<file path="config.mk">
export PLATFORM = sky130hd
export DESIGN_NAME = bus_router
export DESIGN_NICKNAME = d
export VERILOG_FILES = /design/src/rtl/bus_router_pkg.sv /design/src/rtl/bus_router_decode.sv /design/src/rtl/bus_router.sv
export SDC_FILE = /design/constraint.sdc
export NUM_CORES = 1
export LEC_CHECK = 0
export ABC_CLOCK_PERIOD_IN_PS = 4150
export CAP_MARGIN = 10
export CORE_AREA = 2 2 76 78
export DETAILED_ROUTE_END_ITERATION = 12
export DIE_AREA = 0 0 78 80
export PLACE_DENSITY = 0.91
export SLEW_MARGIN = 0
export SYNTH_ARGS = -nofsm -noshare
export SYNTH_HDL_FRONTEND = slang
export SYNTH_SLANG_ARGS = --single-unit
</file>
<file path="constraint.sdc">
create_clock -name clock -period 4.15 [get_ports clock]
set_clock_uncertainty 0.1 [all_clocks]
set_input_delay 1.245 -clock clock [delete_from_list [all_inputs] [get_ports clock]]
set_output_delay 1.245 -clock clock [all_outputs]
set_load 0.05 [all_outputs]
</file>
<file path="src/rtl/bus_router_pkg.sv">
// rtl/bus_router_pkg.sv - shared state type, constants and default board memory map for bus_router
package bus_router_pkg;

    typedef enum logic [1:0] {
        IDLE   = 2'd0,
        ACCESS = 2'd1,
        RESP   = 2'd2
    } state_t;

    localparam logic [7:0] RDATA_UNMAPPED = 8'hFF;

    // Region order: 0 RAM, 1 text video, 2 BIOS, 3 graphics (region 0 in the low bits)
    localparam logic [79:0] DEFAULT_BASE = {20'hA0000, 20'hF0000, 20'hB8000, 20'h00000};
    localparam logic [79:0] DEFAULT_MASK = {20'hF0000, 20'hFE000, 20'hFE000, 20'hC0000};
    localparam logic [11:0] DEFAULT_WAIT = 12'h000;

endpackage

</file>
<file path="src/rtl/bus_router_decode.sv">
// rtl/bus_router_decode.sv - combinational base/mask priority matcher, lowest region index wins
module bus_router_decode
    import bus_router_pkg::*;
#(
    parameter int AW = 20,
    parameter int MW = 18,
    parameter int NR = 4,
    parameter int IW = 2,
    parameter logic [NR*AW-1:0] BASE = DEFAULT_BASE,
    parameter logic [NR*AW-1:0] MASK = DEFAULT_MASK
) (
    input  logic [AW-1:0] address,
    output logic          hit,
    output logic [IW-1:0] index,
    output logic [MW-1:0] local_address
);

    // Scanning from the top down lets the lowest matching index overwrite the rest
    always_comb begin
        hit           = 1'b0;
        index         = '0;
        local_address = '0;
        for (int i = NR - 1; i >= 0; i--) begin
            if ((address & MASK[i*AW +: AW]) == BASE[i*AW +: AW]) begin
                hit           = 1'b1;
                index         = IW'(i);
                local_address = MW'(address & ~MASK[i*AW +: AW]);
            end
        end
    end

endmodule

</file>
<file path="src/rtl/bus_router.sv">
// rtl/bus_router.sv - CPU bus router: region decode, wait states, read capture, ready handshake
// Optional run-time bank relocation of each region window: BUS_ROUTER_BANK_EN
module bus_router
    import bus_router_pkg::*;
#(
    parameter int AW     = 20,
    parameter int MW     = 18,
    parameter int NR     = 4,
    parameter int WAIT_W = 3,
    parameter int BW     = 4,
    parameter logic [NR*AW-1:0]     REGION_BASE = DEFAULT_BASE,
    parameter logic [NR*AW-1:0]     REGION_MASK = DEFAULT_MASK,
    parameter logic [NR*WAIT_W-1:0] REGION_WAIT = DEFAULT_WAIT
) (
    input  logic            clock,
    input  logic            resetn,
    input  logic            cpu_req,
    input  logic            cpu_we,
    input  logic [AW-1:0]   cpu_address,
    input  logic [7:0]      cpu_wdata,
    output logic [7:0]      cpu_rdata,
    output logic            cpu_ready,
    output logic            fault,
    output logic [MW-1:0]   mem_address,
    output logic [7:0]      mem_wdata,
    output logic [NR-1:0]   mem_sel,
    output logic [NR-1:0]   mem_we,
`ifdef BUS_ROUTER_BANK_EN
    input  logic                                  bank_we,
    input  logic [((NR > 1) ? $clog2(NR) : 1)-1:0] bank_region,
    input  logic [BW-1:0]                         bank_value,
`endif
    input  logic [NR*8-1:0] mem_rdata
);

    localparam int IW = (NR > 1) ? $clog2(NR) : 1;

    state_t          state, state_next;
    logic            hit;
    logic [IW-1:0]   dec_index;
    logic [MW-1:0]   dec_local;
    logic [MW-1:0]   access_address;
    logic [IW-1:0]   region;
    logic [WAIT_W-1:0] cnt;

    bus_router_decode #(
        .AW(AW), .MW(MW), .NR(NR), .IW(IW),
        .BASE(REGION_BASE), .MASK(REGION_MASK)
    ) u_decode (
        .address      (cpu_address),
        .hit          (hit),
        .index        (dec_index),
        .local_address(dec_local)
    );

`ifdef BUS_ROUTER_BANK_EN
    logic [BW-1:0] bank [NR];

    always_ff @(posedge clock or negedge resetn) begin
        if (!resetn) begin
            for (int i = 0; i < NR; i++) bank[i] <= '0;
        end else if (bank_we && (int'(bank_region) < NR)) begin
            bank[bank_region] <= bank_value;
        end
    end

    // Bank occupies the top BW bits of the local window; overflow wraps silently
    assign access_address = dec_local + (MW'(bank[dec_index]) << (MW - BW));
`else
    assign access_address = dec_local;
`endif

    always_ff @(posedge clock or negedge resetn) begin
        if (!resetn) state <= IDLE;
        else         state <= state_next;
    end

    always_comb begin
        state_next = state;
        case (state)
            IDLE:    if (cpu_req) state_next = hit ? ACCESS : RESP;
            ACCESS:  if (cnt == '0) state_next = RESP;
            RESP:    state_next = IDLE;
            default: state_next = IDLE;
        endcase
    end

    always_ff @(posedge clock or negedge resetn) begin
        if (!resetn) begin
            cpu_rdata   <= RDATA_UNMAPPED;
            cpu_ready   <= 1'b0;
            fault       <= 1'b0;
            mem_sel     <= '0;
            mem_we      <= '0;
            mem_address <= '0;
            mem_wdata   <= '0;
            region      <= '0;
            cnt         <= '0;
        end else begin
            cpu_ready <= 1'b0;
            fault     <= 1'b0;
            mem_we    <= '0;
            case (state)
                IDLE: begin
                    if (cpu_req && hit) begin
                        region      <= dec_index;
                        mem_sel     <= NR'(1) << dec_index;
                        mem_we      <= cpu_we ? (NR'(1) << dec_index) : '0;
                        mem_address <= access_address;
                        mem_wdata   <= cpu_wdata;
                        cnt         <= REGION_WAIT[dec_index*WAIT_W +: WAIT_W];
                    end else if (cpu_req) begin
                        cpu_rdata <= RDATA_UNMAPPED;
                        cpu_ready <= 1'b1;
                        fault     <= 1'b1;
                    end
                end
                ACCESS: begin
                    // Read data is captured for writes too, keeping one completion path
                    if (cnt == '0) begin
                        cpu_rdata <= mem_rdata[region*8 +: 8];
                        cpu_ready <= 1'b1;
                        mem_sel   <= '0;
                    end else begin
                        cnt <= cnt - 1'b1;
                    end
                end
                default: ;
            endcase
        end
    end

endmodule

</file>
==> summary.md <==
| Metric | Value |
|---|---|
| DRC violations left | 0 |
| Final period utilization | 0.801 |
| Post-synth top area share | 0.461 |
| Worst-path clk slew | 90 ps |
| F_max | 301 MHz |
| Area grow syn2layout | 53.6% |
| Sequential area share after synthesis | 0.551 |
| CTS resizes | 0 |
| Synth Warn # | 0 |
| Max IR drop VDD | 0.316 mV |
| M1 GR Usage | 0.238 |
| CP Class | in -> reg |
| Drt initial violations | 69 |
| Leakage power | 1.57 nW |
| Most area-hungry cell type in the Yosys netlist | dfrtp_1 |
| CP top delay family | buffers and inverters |
| First-pass GRT wire length | 9210 microns |
| RR Startpoint | state[0]$_DFFE_PN0P_ |
| CTS root buf | clkbuf_8 |
| Ys async rst share | 1.00 |
| Crit-path cells | clkdlybuf4s50_1 -> or3b_4 -> nor3_4 -> o21ai_4 -> buf_4 -> mux2_4 |
| Most common cell in the netlist | dfrtp_1 |
| Layout cell share with drive strength beyond 1 | 0.221 |
| Min cycle time layout | 3330 ps |
| CP max stage delay | 610 ps |
| Ports | 108 |
| Fin util | 0.664 |
| Mean Syn Cell Area | 14.5 sq um |
| 1st-pass router iterations | 4 |
| Netlist cell types | 38 |
| # nets final | 336 |
| Initial antenna violation count | 0 |
| Setup_tns | 0 ps |
| Post-CTS Hold Buffers | 0 |
| Hold Path Sink | mem_address[15]$_DFFE_PN0P_ |
| Outcome | finished, final reports clean |
| Setup ws final | 824 ps |
| M3 GR Usage | 0.0452 |
| Max_slew headroom | 0.300 |
| Cells after Synth | 161 |
| Row count | 27 |
| Vias | 1,786 |
| Type of element capturing the critical path | flop |
| Synth area leaders | dfrtp_1 46%, mux2_4 12%, dfstp_2 9.0%, mux4_2 7.7%, o22a_1 3.0% |
| Reg-to-reg slack, setup | 2030 ps |
| Core area | 5410 sq um |
| Min-Delay Path Class | reg -> reg |
| Postcts setup bufs | 0 |
| Clock Path Buffers | 2 |
| Hold depth | 1 |
| H-tree depth | 2 |
| Buffers & Inverters on Critical Path | 2 |
| Post-detail-place hpwl | 4400 microns |
| Number of port buffers | 107 |
| Final antenna-violating net count | 0 |
| Die area | 6240 sq um |
| Critical path launch point type | primary input |
| Placer Congestion | 0.804 |
| FF+latch count, synth | 51 |
| Top cells by count, synth | 43 x dfrtp_1, 19 x mux2_4, 8 x dfstp_2, 8 x mux4_2, 8 x o22a_1 |
| Max FO, Critical Path | 13 |
| Worst path slowest cell | clkdlybuf4s50_1 |
| Pre-CTS WS | 552 ps |
| Top FF cell, synth | dfrtp_1 |
| Worst Tran Pin Value | 1050 ps |
| Die width | 78 microns |
| Reg2Reg Depth | 4 |
| PD cells | 499 nW/um^2 |
| Worst reg2reg path endpoint | mem_address[8]$_DFFE_PN0P_ |
| Synth Cell Area | 2340 sq um |
| Final WL | 5770 microns |
| Die Y | 80 microns |
| Met2 Track Usage GR | 0.337 |
| TritonCTS Sinks | 51 |
| Largest net degree at the start of global routing | 50 |
| Total GRT Usage | 0.193 |
| RSZ-0062 raised after global routing | no |
| Hold path startpoint | mem_address[15]$_DFFE_PN0P_ |
| Final setup fails | 0 |
| Vias in the first global route | 1,941 |
| Busiest grt layer | met2 |
| Total power | 1.79 mW |
| CTS tree | done |
| Hold Vio Cnt, Final | 0 |
| Clock buffer count from CTS | 5 |
| Max-cap violations | 0 |
| Wirelength per Cell | 16.8 microns |
| Initial Util | 0.432 |
| Diodes inserted | 0 |
| Worst EP arrival | 3410 ps |
| Net Count, Synth | 227 |
| DR vias/cell | 5.21 |
| WP data required | 4230 ps |
| Max-slew violations | 0 |
| Clock latency on the worst-skew pair | 300 ps |
| Gr ovfl total | 0 |
| Post-synth EDFFs | 0 |
## layer usage
| layer | share of wire | vias to the layer above |
|---|---|---|
| li1 | - | 806 |
| met1 | 0.42 | 902 |
| met2 | 0.52 | 72 |
| met3 | 0.050 | 6 |
| met4 | 0.0068 | 0 |
| met5 | 0 | - |
## layout make-up
class                           instances  area, sq um
Inverter                                5         18.8
Multi-Input combinational cell         97          992
Timing Repair Buffer                  110         1100
Tap cell                               72         90.1
Clock buffer                            8          100
Sequential cell                        51         1290
Fill cell                             421         1820
## placed cells by master, fill, tap and decap left out, types with 2 or more instances in the layout
master           count
mux2i_1              2
o22a_1               8
nand3_1              2
mux4_2               8
nor3_1               3
nand2b_1             2
dfstp_2              8
a21oi_1              2
nor2_1               7
ha_1                 2
nor2b_1              2
a32o_1               2
nor3b_1              2
clkdlybuf4s50_1    106
a211oi_1             2
dfrtp_1             43
mux2_2               5
buf_4                2
a21o_1               2
inv_1                5
mux2_4              19
clkbuf_8             7
nand2_1              6
and2_1               2
a31o_2               4
and3_1               4
## report_power, final
group | switching (mW) | leakage [nW] | internal, mW
clock network | 0.151 | 0.0515 | 0.152
registers | 0.0669 | 0.627 | 0.606
logic | 0.469 | 0.896 | 0.346
## cell families after synthesis
logic type,Yosys count,synth area share
simple gates,35,0.0873
flops,51,0.551
compound gates,25,0.0878
fa+ha+maj,2,0.0107
mux,34,0.232
buf+inv,13,0.0278
xor+xnor,1,0.00375
## worst max-delay path by stage
| stage | slack [ps] | from | endpoint | depth (start not counted) |
|---|---|---|---|---|
| 5_1_grt | 780 | cpu_address[16] | mem_address[9]$_DFFE_PN0P_ | 6 |
| 4_1_cts | 870 | cpu_address[16] | mem_address[8]$_DFFE_PN0P_ | 6 |
| 6_report | 820 | cpu_address[16] | mem_address[8]$_DFFE_PN0P_ | 6 |
| 3_5_place_dp | 550 | cpu_address[16] | mem_address[8]$_DFFE_PN0P_ | 6 |
| 2_1_floorplan | 1330 | cpu_address[18] | mem_address[0]$_DFFE_PN0P_ | 6 |
| 3_3_place_gp | 630 | cpu_address[16] | mem_address[4]$_DFFE_PN0P_ | 6 |
## registers in the layout, indices dropped and copies added, names as in the netlist
signal       flops
mem_wdata        8
mem_we           4
cpu_ready        1
mem_address     18
mem_sel          4
cnt              3
cpu_rdata        8
fault            1
region           2
state            2
## per-stage QoR
stage	instance area, sq um	instances	hold WS (ps)
global placement	3490	335	367
floorplan	2340	161	383
CTS	3590	343	389
finish	3590	343	384
detailed placement	3490	335	369
global route	3590	343	414
## worst register-to-register path: stages, from the launching register on
cell	delay (ps)
dfrtp_1	400
nor3b_1	610
o21ai_4	320
buf_4	280
mux2_4	310
(Power assumes the default switching activity.)
